<file path="config.mk">
export PLATFORM = sky130hd
export DESIGN_NAME = serial_subtractor_v
export DESIGN_NICKNAME = d
export VERILOG_FILES = /design/src/rtl/serial_subtractor_v.sv
export SDC_FILE = /design/constraint.sdc
export NUM_CORES = 1
export LEC_CHECK = 0
export BUFFER_PORTS_ARGS = -buffer_cell sky130_fd_sc_hd__buf_4
export CAP_MARGIN = 25
export CELL_PAD_IN_SITES_DETAIL_PLACEMENT = 1
export CELL_PAD_IN_SITES_GLOBAL_PLACEMENT = 1
export CORE_MARGIN = 4
export CORE_UTILIZATION = 48
export CTS_BUF_LIST = sky130_fd_sc_hd__clkbuf_4 sky130_fd_sc_hd__clkbuf_8
export CTS_CLUSTER_DIAMETER = 40
export DETAILED_ROUTE_END_ITERATION = 8
export PLACE_DENSITY_LB_ADDON = 0.12
export SETUP_SLACK_MARGIN = 0.15
export SLEW_MARGIN = 20
export SYNTH_ARGS = -nofsm -noshare
export SYNTH_HDL_FRONTEND = slang
export SYNTH_SLANG_ARGS = --single-unit
</file>
<file path="constraint.sdc">
create_clock -name clk -period 2.4 [get_ports clk]
set_clock_uncertainty 0.2 [all_clocks]
set_input_delay 0.48 -clock clk [delete_from_list [all_inputs] [get_ports clk]]
set_output_delay 0.48 -clock clk [all_outputs]
set_load 0.01 [all_outputs]
</file>
<file path="src/rtl/serial_subtractor_v.sv">
// Bit-serial unsigned subtractor: one full-subtractor cell and a borrow flop.
// Computes diff = a - b (mod 2^WIDTH) LSB first, one bit per clock. The final
// borrow (bout) is 1 exactly when a < b. Uses a start/ready/done handshake.
module serial_subtractor_v #(
  parameter int unsigned WIDTH = 8
) (
  input  logic             clk,
  input  logic             rst_n,
  input  logic             start,
  input  logic [WIDTH-1:0] a,
  input  logic [WIDTH-1:0] b,
  output logic             ready,
  output logic             busy,
  output logic             done,
  output logic [WIDTH-1:0] diff,
  output logic             bout
);

  localparam int unsigned CntW = (WIDTH > 1) ? $clog2(WIDTH) : 1;

  typedef enum logic [1:0] {StIdle, StShift, StFin} state_e;

  state_e           state_q, state_d;
  logic [WIDTH-1:0] areg_q, areg_d;
  logic [WIDTH-1:0] breg_q, breg_d;
  logic [WIDTH-1:0] res_q, res_d;
  logic [WIDTH-1:0] diff_q, diff_d;
  logic [CntW-1:0]  cnt_q, cnt_d;
  logic             borrow_q, borrow_d;
  logic             bout_q, bout_d;
  logic             ready_q, ready_d;
  logic             busy_q, busy_d;
  logic             done_q, done_d;

  logic bit_a, bit_b, bit_d, bit_bn, last;

  // Full-subtractor cell on the current LSBs and the stored borrow
  assign bit_a  = areg_q[0];
  assign bit_b  = breg_q[0];
  assign bit_d  = bit_a ^ bit_b ^ borrow_q;
  assign bit_bn = (~bit_a & bit_b) | (~(bit_a ^ bit_b) & borrow_q);
  assign last   = (cnt_q == CntW'(WIDTH - 1));

  // Next-state, datapath and registered-output decode
  always_comb begin
    state_d  = state_q;
    areg_d   = areg_q;
    breg_d   = breg_q;
    res_d    = res_q;
    diff_d   = diff_q;
    cnt_d    = cnt_q;
    borrow_d = borrow_q;
    bout_d   = bout_q;

    unique case (state_q)
      StIdle: begin
        if (start) begin
          areg_d   = a;
          breg_d   = b;
          borrow_d = 1'b0;
          cnt_d    = '0;
          state_d  = StShift;
        end
      end
      StShift: begin
        areg_d   = areg_q >> 1;
        breg_d   = breg_q >> 1;
        res_d    = {bit_d, res_q[WIDTH-1:1]};
        borrow_d = bit_bn;
        cnt_d    = last ? '0 : cnt_q + CntW'(1);
        if (last) begin
          // Publish the completed result so it is valid alongside done in FIN
          diff_d  = {bit_d, res_q[WIDTH-1:1]};
          bout_d  = bit_bn;
          state_d = StFin;
        end
      end
      StFin: begin
        if (start) begin
          areg_d   = a;
          breg_d   = b;
          borrow_d = 1'b0;
          cnt_d    = '0;
          state_d  = StShift;
        end else begin
          state_d = StIdle;
        end
      end
      default: state_d = StIdle;
    endcase

    // Status outputs are registered images of the next state
    ready_d = (state_d != StShift);
    busy_d  = (state_d == StShift);
    done_d  = (state_d == StFin);
  end

  // State, datapath and output registers; reset aborts any operation in flight
  always_ff @(posedge clk or negedge rst_n) begin
    if (!rst_n) begin
      state_q  <= StIdle;
      areg_q   <= '0;
      breg_q   <= '0;
      res_q    <= '0;
      diff_q   <= '0;
      cnt_q    <= '0;
      borrow_q <= 1'b0;
      bout_q   <= 1'b0;
      ready_q  <= 1'b1;
      busy_q   <= 1'b0;
      done_q   <= 1'b0;
    end else begin
      state_q  <= state_d;
      areg_q   <= areg_d;
      breg_q   <= breg_d;
      res_q    <= res_d;
      diff_q   <= diff_d;
      cnt_q    <= cnt_d;
      borrow_q <= borrow_d;
      bout_q   <= bout_d;
      ready_q  <= ready_d;
      busy_q   <= busy_d;
      done_q   <= done_d;
    end
  end

  assign ready = ready_q;
  assign busy  = busy_q;
  assign done  = done_q;
  assign diff  = diff_q;
  assign bout  = bout_q;

endmodule

</file>
======== Yosys cells after proc, flatten, opt, wreduce, memory -nomap -nowiden ========
Cells that the tools add are included.
word-level totals
  register bits ........................... 42
operators by class
  equal/unequal tests ..................... 7
  bitwise gates (word level) .............. 7
  add/subtract/negate cells ............... 1
  reduce and logical (&&, ||, !) cells .... 5
  muxes and demuxes ....................... 13
operator list
  cell                                                                     number
  8-bit one-hot mux with 2 select lines                                    2
  8-bit two-way mux                                                        2
  3-bit two-way mux                                                        2
  2-bit one-hot mux with 3 select lines                                    1
  3-bit one-hot mux with 2 select lines                                    1
  2-bit by 1-bit == test with 1-bit output, second input constant          2
  2-bit == test, second input constant                                     2
  2-bit two-way mux                                                        2
  2-bit by 1-bit inequality test with 1-bit output, second input constant  2
  2-bit AND reduction                                                      2
  3-bit by 1-bit adder with 3-bit output, second input constant            1
  3-bit == test, second input constant                                     1
  1-bit bitwise AND                                                        2
  2-bit zero test                                                          1
  1-bit two-way mux                                                        2
  1-bit inverter                                                           2
  1-bit one-hot mux with 2 select lines                                    1
  2-bit nonzero test                                                       1
  2-bit OR reduction                                                       1
  1-bit XOR                                                                2
  1-bit OR                                                                 1

======== Logic depth before layout (Yosys ltp) ========
Gate-level depths: netlist of run 1.
  depth in word-level cells ............... 5
  mapped depth ............................ 5

======== Worst setup path after synthesis of run 1 ========
Ideal clock, no wire load.
  path kind ............................... register to register
  start point ............................. register cnt_q[0]
  end point ............................... register diff_q[1], in the netlist diff[1]
  path buffers ............................ 1
  arrival time ............................ 1.360 ns
  clock period less this slack ............ 1.685 ns
  cell stages (with the launch flop) ...... 6
  setup time .............................. 0.125 ns
  required time ........................... 2.075 ns
  setup slack ............................. 0.715 ns
  cells stage by stage .................... dfrtp_1 -> ha_1 -> ha_1 -> nand3b_4 -> buf_6 -> mux2_2
on the way
  word-level cells in the longest chain between the ends .. 2
ends and longest elaborated chain
  what                           RTL line  text
  start, declared                28        logic [CntW-1:0] cnt_q, cnt_d;
  start signal, assigned         118       cnt_q <= cnt_d;
  3-bit == test                  42        assign last = (cnt_q == CntW'(WIDTH - 1));
  2-bit AND reduction (no line)  -
  end signal, assigned           117       diff_q <= diff_d;
  end, declared                  27        logic [WIDTH-1:0] diff_q, diff_d;
No other way between the ends.
A chain may end at the register's enable or synchronous reset.

======== Worst setup path in the final report of run 1 ========
  start point ............................. register state_q[0]
  end point ............................... register res_q[3]
on the way
  word-level cells in the longest chain between the ends .. 1
ends and longest elaborated chain
  what                                      RTL line  text
  start, declared                           23        state_e state_q, state_d;
  start signal, assigned                    101       state_q <= StIdle;
  start signal, assigned                    113       state_q <= state_d;
  2-bit by 1-bit == test with 1-bit output  55        unique case (state_q)
  end signal, assigned                      116       res_q <= res_d;
  end, declared                             26        logic [WIDTH-1:0] res_q, res_d;
No other way between the ends.

==> results of run 1 <==
-- sequential cells by signal (all words and copies together), names as in the netlist, 2 cells and up --
signal / flops
areg_q: 8
breg_q: 8
cnt_q: 3
diff: 8
res_q: 7
state_q: 2
-- cell type report --
| class | instances | area [sq um] | area share, % |
|---|---|---|---|
| Clock inverter | 2 | 35.0 | 1.52 |
| Tap cell | 48 | 60.1 | 2.60 |
| Inverter | 6 | 22.5 | 0.976 |
| Timing Repair Buffer | 34 | 258 | 11.2 |
| Sequential cell | 41 | 1030 | 44.5 |
| Multi-Input combinational cell | 84 | 830 | 35.9 |
| Clock buffer | 6 | 76.3 | 3.31 |
-- logic make-up (layout without fill, tap and decap cells) --
family | Yosys count | after routing | share of synthesized area (%)
multiplexers | 62 | 62 | 32.6
flip-flops | 41 | 41 | 52.4
buffers and inverters | 15 | 48 | 5.24
AO/OA/AOI/OAI | 10 | 10 | 4.02
AND/OR/NAND/NOR | 9 | 9 | 3.38
adder cells (fa/ha/maj) | 3 | 3 | 2.30
-- Yosys cell counts, drive strengths merged --
master / instances
o2bb2ai: 4
or2b: 1
a2bb2oi: 1
dfrtp: 40
a22oi: 1
or3: 1
mux2i: 47
nand3b: 1
dfstp: 1
fa: 1
a32o: 1
o21ai: 2
ha: 2
buf: 9
inv: 6
nand3: 2
mux2: 15
nor2: 1
a21boi: 1
nand2b: 3
-- power breakdown --
| part | internal [mW] | switching, mW | leakage (nW) | total, mW |
|---|---|---|---|---|
| Clock | 0.320 | 0.236 | 0.0586 | 0.556 |
| Sequential | 1.01 | 0.260 | 0.506 | 1.27 |
| Combinational | 0.592 | 0.466 | 0.579 | 1.06 |
| Total | 1.92 | 0.962 | 1.14 | 2.89 |
-- routing by layer --
| layer | vias up | routed length (um) | share of wire [%] |
|---|---|---|---|
| li1 | 564 | - | - |
| met1 | 599 | 1620 | 43 |
| met2 | 22 | 1960 | 52 |
| met3 | 6 | 154 | 4.1 |
| met4 | 0 | 65 | 1.7 |
| met5 | - | 0 | 0 |
-- path summary, 6_finish.rpt --
path                            slack (ns)               endpoint            startpoint  cells past startpoint
worst max-delay path                  0.58   res_q[3]$_DFFE_PN0N_  state_q[0]$_DFF_PN0_                      2
worst min-delay path                  0.27  breg_q[0]$_DFFE_PN0P_                  b[0]                      3
worst max register to register        0.58   res_q[3]$_DFFE_PN0N_  state_q[0]$_DFF_PN0_                      2
worst min register to register        0.31    diff[2]$_DFFE_PN0P_   diff[2]$_DFFE_PN0P_                      1
max in group asynchronous             1.13        ready$_DFF_PN1_                 rst_n                      2
min in group asynchronous             0.50  areg_q[4]$_DFFE_PN0P_                 rst_n                      2
-- worst reg2reg max path, delay by kind of cell, from the launching register on --
kind / cells / cell delay (ns)
muxes: 1 / 0.39
and+or+nand+nor: 1 / 0.41
DFF: 1 / 0.71
-- per-stage QoR --
step / instances / instance area [sq um] / hold slack, ns / worst slack (ns)
3_3_place_gp: 212 / 2190 / 0.281 / 0.622
3_5_place_dp: 212 / 2190 / 0.295 / 0.575
5_1_grt: 221 / 2310 / 0.290 / 0.479
4_1_cts: 221 / 2310 / 0.278 / 0.552
2_1_floorplan: 140 / 1960 / -0.0156 / 0.715
6_report: 221 / 2310 / 0.270 / 0.580
==> impl_results.md, run 1 <==
* Final net count at 194
* Die width at 71.9 um
* Top-area cell type share of the netlist area at 51.1%
* Fill cell count at 387
* # hold bufs at CTS at 1
* Max Fclk at 550 MHz
* Slew HR at 62.1%
* DRC at 0
* Synth Net Count at 162
* Startpoint Class: flip-flop
* Vias/cell at 5.39
* WL/cell at 17.2 um
* Clock sink total at 41
* Status: finished, final reports clean
* GR Util met1 at 19.6%
* Synth area leaders: dfrtp_1 (51%), mux2i_1 (24%), mux2_2 (8.6%)
* CP arrival at 1.80 ns
* CTS resizes at 0
* Area leader, netlist: dfrtp_1
* Clock root buffer: clkbuf_8
* Post-Route WL at 3.80 mm
* Worst-Skew Late Latency at 0.29 ns
* H-tree depth at 2
* CTS Buf Count at 5
* Crit path buf inv count at 0
* Ant diodes at 0
* Starting density of the core at 51.6%
* Routed Antenna Nets at 0
* Via count at 1191
* CP required at 2.38 ns
* Critical path class: reg -> reg
* Commonest non-fill, non-tap cell in the layout: mux2i_1
* Syn Area/Cell at 14.0 sq um
* Area of the die at 5170 sq um
* Leakage power total at 1.14 nW
* GR Overflow Total at 0
* Tot Pwr at 2.89 mW
* Area growth syn-to-layout at 17.8%
* RSZ-0062 raised after global routing: false
* Row count at 22
* PwrDens at 1250 nW/um^2
* Global-route wire length before repair at 6.49 mm
* Util after Layout at 60.8%
* Max clock buf depth at 2
* GR peak layer: met2
* IO Count at 31
* Library cells used by synthesis at 23
* Slew Limit Fails at 0
* Setup bufs post-CTS at 0
* Crit-path slowest cell: dfrtp_1
* Fraction of layout cells with a size suffix above 1 at 33.5%
* Crit path cell chain: nand2b_1 -> mux2_2
* Hpwl dp at 2.71 mm
* CP Max Fanout at 11
* Gate family responsible for the most delay along the worst path: flip-flops
* Max-cap violations at 0
* Mapped cell area at 1960 sq um
* Ys Warns at 0
* Worst VDD drop at 0.687 mV
* # setup viols final at 0
* Worst stage delay on the critical path at 0.71 ns
* I/O Buffers at 30
* First drt pass iteration count at 3
* Final period util at 75.8%
* Worst-path clk slew at 0.08 ns
* Commonest cells after routing, fill and taps aside: mux2i_1 (47), dfrtp_1 (40), buf_4 (33)
* GRT Total Usage at 16.4%
* TNS Setup at 0 ns
* Synthesis-stage register bit count at 41
* Met3 GRT Util at 3.74%
* Mapped Cells at 140
* Starting DRC count in detailed routing at 38
* Routability Congestion at 0.776
* Slew @ Worst Pin at 0.568 ns
* Largest net degree at the start of global routing at 42
* Core area at 3800 sq um
* Initial antenna violation count at 0
* GRT met2 Usage at 28.1%
* CTS tree: done
* Seq/Total Area, Yosys at 52.4%
* Hold crit path type: in -> reg
* Die Ht at 71.9 um
* Vias in the first global route at 1321
* Hold Violations, Final at 0
* Final Critical Period at 1.82 ns
* Crit path capture type: flip-flop
(Power assumes the default switching activity.)
==> run 2, diff against run 1 <==
==> constraint.sdc (replaced) <==
create_clock -name clk -period 1.7 [get_ports clk]
set_clock_uncertainty 0.2 [all_clocks]
set_input_delay 0.34 -clock clk [delete_from_list [all_inputs] [get_ports clk]]
set_output_delay 0.34 -clock clk [all_outputs]
set_load 0.01 [all_outputs]
==> run 2 against run 1 <==
  * Die area is the same
  * Utilization grew 2.9 points
  * Worst hold slack lost 0.12 ns
  * Sequential power grew 39%
  * Worst setup slack lost 0.48 ns
  * Clock-buffer cell count shrank 1
  * Register-to-register slack lost 0.48 ns
  * Flip-flop and latch count is the same
  * Via count grew 4.2%
  * Cell area grew 4.8%
  * Critical path type unchanged
  * Largest power group is now combinational logic
==> impl_results.md, run 2 (same netlist as run 1, synthesis figures left out) <==
* Slew @ Worst Pin at 0.506 ns (-0.0625 ns)
* Row count at 22 (unchanged)
* Setup slack, reg-to-reg at 0.10 ns (-0.48 ns)
* Hold WS at 0.147 ns (-0.123 ns)
* Routability Congestion at 0.775 (-0.10%)
* Crit path capture type: flip-flop
* Util after Layout at 63.7% (+2.9 points)
* Starting DRC count in detailed routing at 37 (-2.6%)
* CTS tree: done
* Area of the die at 5170 sq um (unchanged)
* Cell area after layout at 2420 sq um (+4.8%)
* Final period util at 93.8% (+18 points)
* Fraction of layout cells with a size suffix above 1 at 39.0% (+5.5 points)
* FF/Latch Area at 1030 sq um (unchanged)
* Largest net degree at the start of global routing at 42 (unchanged)
* Final worst slack at 0.105 ns (-0.476 ns)
* Worst VDD drop at 0.930 mV (+35%)
* Worst-Skew Late Latency at 0.29 ns (about the same)
* Leakage power total at 1.22 nW (+6.5%)
* Status: finished, final reports clean
* Max Fclk at 627 MHz (+14%)
* DRC at 0 (unchanged)
* Critical path class: reg -> reg
* FF-to-FF End: diff[6]$_DFFE_PN0P_
* # setup viols final at 0 (unchanged)
* CP required at 1.67 ns (-0.71 ns)
* Commonest cells after routing, fill and taps aside: mux2i_1 (47), dfrtp_1 (40), buf_4 (40)
* Ant diodes at 0 (unchanged)
* Hpwl dp at 2.63 mm (-3.0%)
* First drt pass iteration count at 4 (+1)
* Min-delay src: a[6]
* Global-route wire length before repair at 6.85 mm (+5.5%)
* Die width at 71.9 um (unchanged)
* Vias in the first global route at 1400 (+6.0%)
* Post-Route WL at 4.21 mm (+11%)
* Slew Limit Fails at 0 (unchanged)
* Startpoint Class: flip-flop
* Crit path from: cnt_q[0]$_DFFE_PN0P_
* Worst-path clk slew at 0.09 ns (about the same)
* Area growth syn-to-layout at 23.5%
* PwrDens at 1740 nW/um^2 (+39%)
* CTS Buf Count at 5 (unchanged)
* Hold Violations, Final at 0 (unchanged)
* Slew HR at 66.3% (+4.2 points)
* Clock sink total at 41 (unchanged)
* DP Cell Count at 212 (unchanged)
* Area of placed instances at 2230 sq um (+1.9%)
* Core area at 3800 sq um (unchanged)
* TNS Setup at 0 ns (unchanged)
* CP arrival at 1.57 ns (-0.23 ns)
* Hold crit path type: in -> reg
* Initial antenna violation count at 0 (unchanged)
* CP Max Fanout at 6 (-5)
* Final net count at 203 (+4.6%)
* IO Count at 31 (unchanged)
* WL/cell at 18.3 um (+6.4%)
* GRT Total Usage at 17.1% (+0.73 points)
* Tot Pwr at 4.22 mW (+46%)
* Max-cap violations at 0 (unchanged)
* Die Ht at 71.9 um (unchanged)
* Multi-input gate area at 902 sq um (+8.7%)
* R2R depth at 4 (+2)
* Fill cell count at 385 (-0.52%)
* Reg2reg start: cnt_q[0]$_DFFE_PN0P_
* Vias/cell at 5.40 (+0.12%)
* Routed Antenna Nets at 0 (unchanged)
* RSZ-0062 raised after global routing: true
* Post-placement setup slack at 0.0207 ns (-0.554 ns)
* Final Critical Period at 1.60 ns (-0.224 ns)
* WHS Path Cells at 3 (unchanged)
* Via count at 1241 (+4.2%)
* Commonest non-fill, non-tap cell in the layout: mux2i_1
* Starting density of the core at 51.6% (unchanged)
* I/O Buffers at 30 (unchanged)
* GR Overflow Total at 0 (unchanged)
* H-tree depth at 2 (unchanged)
* Max clock buf depth at 2 (unchanged)
* Layout Cells excl Fill at 230 (+4.1%)
* Hold endpoint: areg_q[6]$_DFFE_PN0P_
* Clock root buffer: clkbuf_8
[run 2: cell types whose count changed in the layout (fill, tap and decap cells not counted), moves of 2 or more]
cell	previous run	this run
mux2_4	0	8
ha_1	2	0
mux2_2	15	7
buf_4	33	40
[run 2: repair_timing]
| action | 4_1_cts | 5_1_grt |
|---|---|---|
| hold buffers | 1 | 0 |
| gates resized for setup | 2 | 3 |
| pin swaps | 4 | 1 |
| endpoints found under the setup margin | 10 | 23 |
| buffers inserted | 5 | 3 |
| gates cloned | 1 | 0 |
| endpoints found under the hold margin | 40 | 0 |
[run 2: metal layers]
| layer | vias to the layer above | track usage (%) | wire, um |
|---|---|---|---|
| li1 | 580 | - | - |
| met1 | 636 | 21.5 | 1770 |
| met2 | 23 | 29.8 | 2270 |
| met3 | 2 | 3.46 | 150 |
| met4 | 0 | 5.22 | 19 |
| met5 | - | 0 | 0 |
[run 2: final cells by class]
type	instances	area share (%)
well taps	48	2.48
multi-input cells	85	37.3
flip-flops and latches	41	42.5
repair buffers	42	13.3
clock buffers	5	2.84
clock inverters	3	0.724
inverters	6	0.931
[run 2: critical path, cell delays in order (launching register included)]
cell and delay, ns:
dfrtp_1 0.38, ha_2 0.21, ha_4 0.18, nand3b_4 0.16, mux2_4 0.34
[run 2: worst max-delay path by stage]
stage / endpoint / slack, ns / depth (start not counted)
after global placement: diff[0]$_DFFE_PN0P_ / 0.09 / 4
after detailed placement: diff[0]$_DFFE_PN0P_ / 0.02 / 4
after global routing: diff[7]$_DFFE_PN0P_ / 0.08 / 3
after CTS: diff[6]$_DFFE_PN0P_ / 0.12 / 4
final: diff[6]$_DFFE_PN0P_ / 0.10 / 4
after floorplan: diff[1]$_DFFE_PN0P_ / 0.13 / 5
[run 2: report_power, final]
group | switching (mW) | total (mW) | internal, mW
Clock | 0.349 | 0.633 | 0.284
Combinational | 0.794 | 1.81 | 1.02
Sequential | 0.342 | 1.77 | 1.43
Total | 1.49 | 4.22 | 2.73
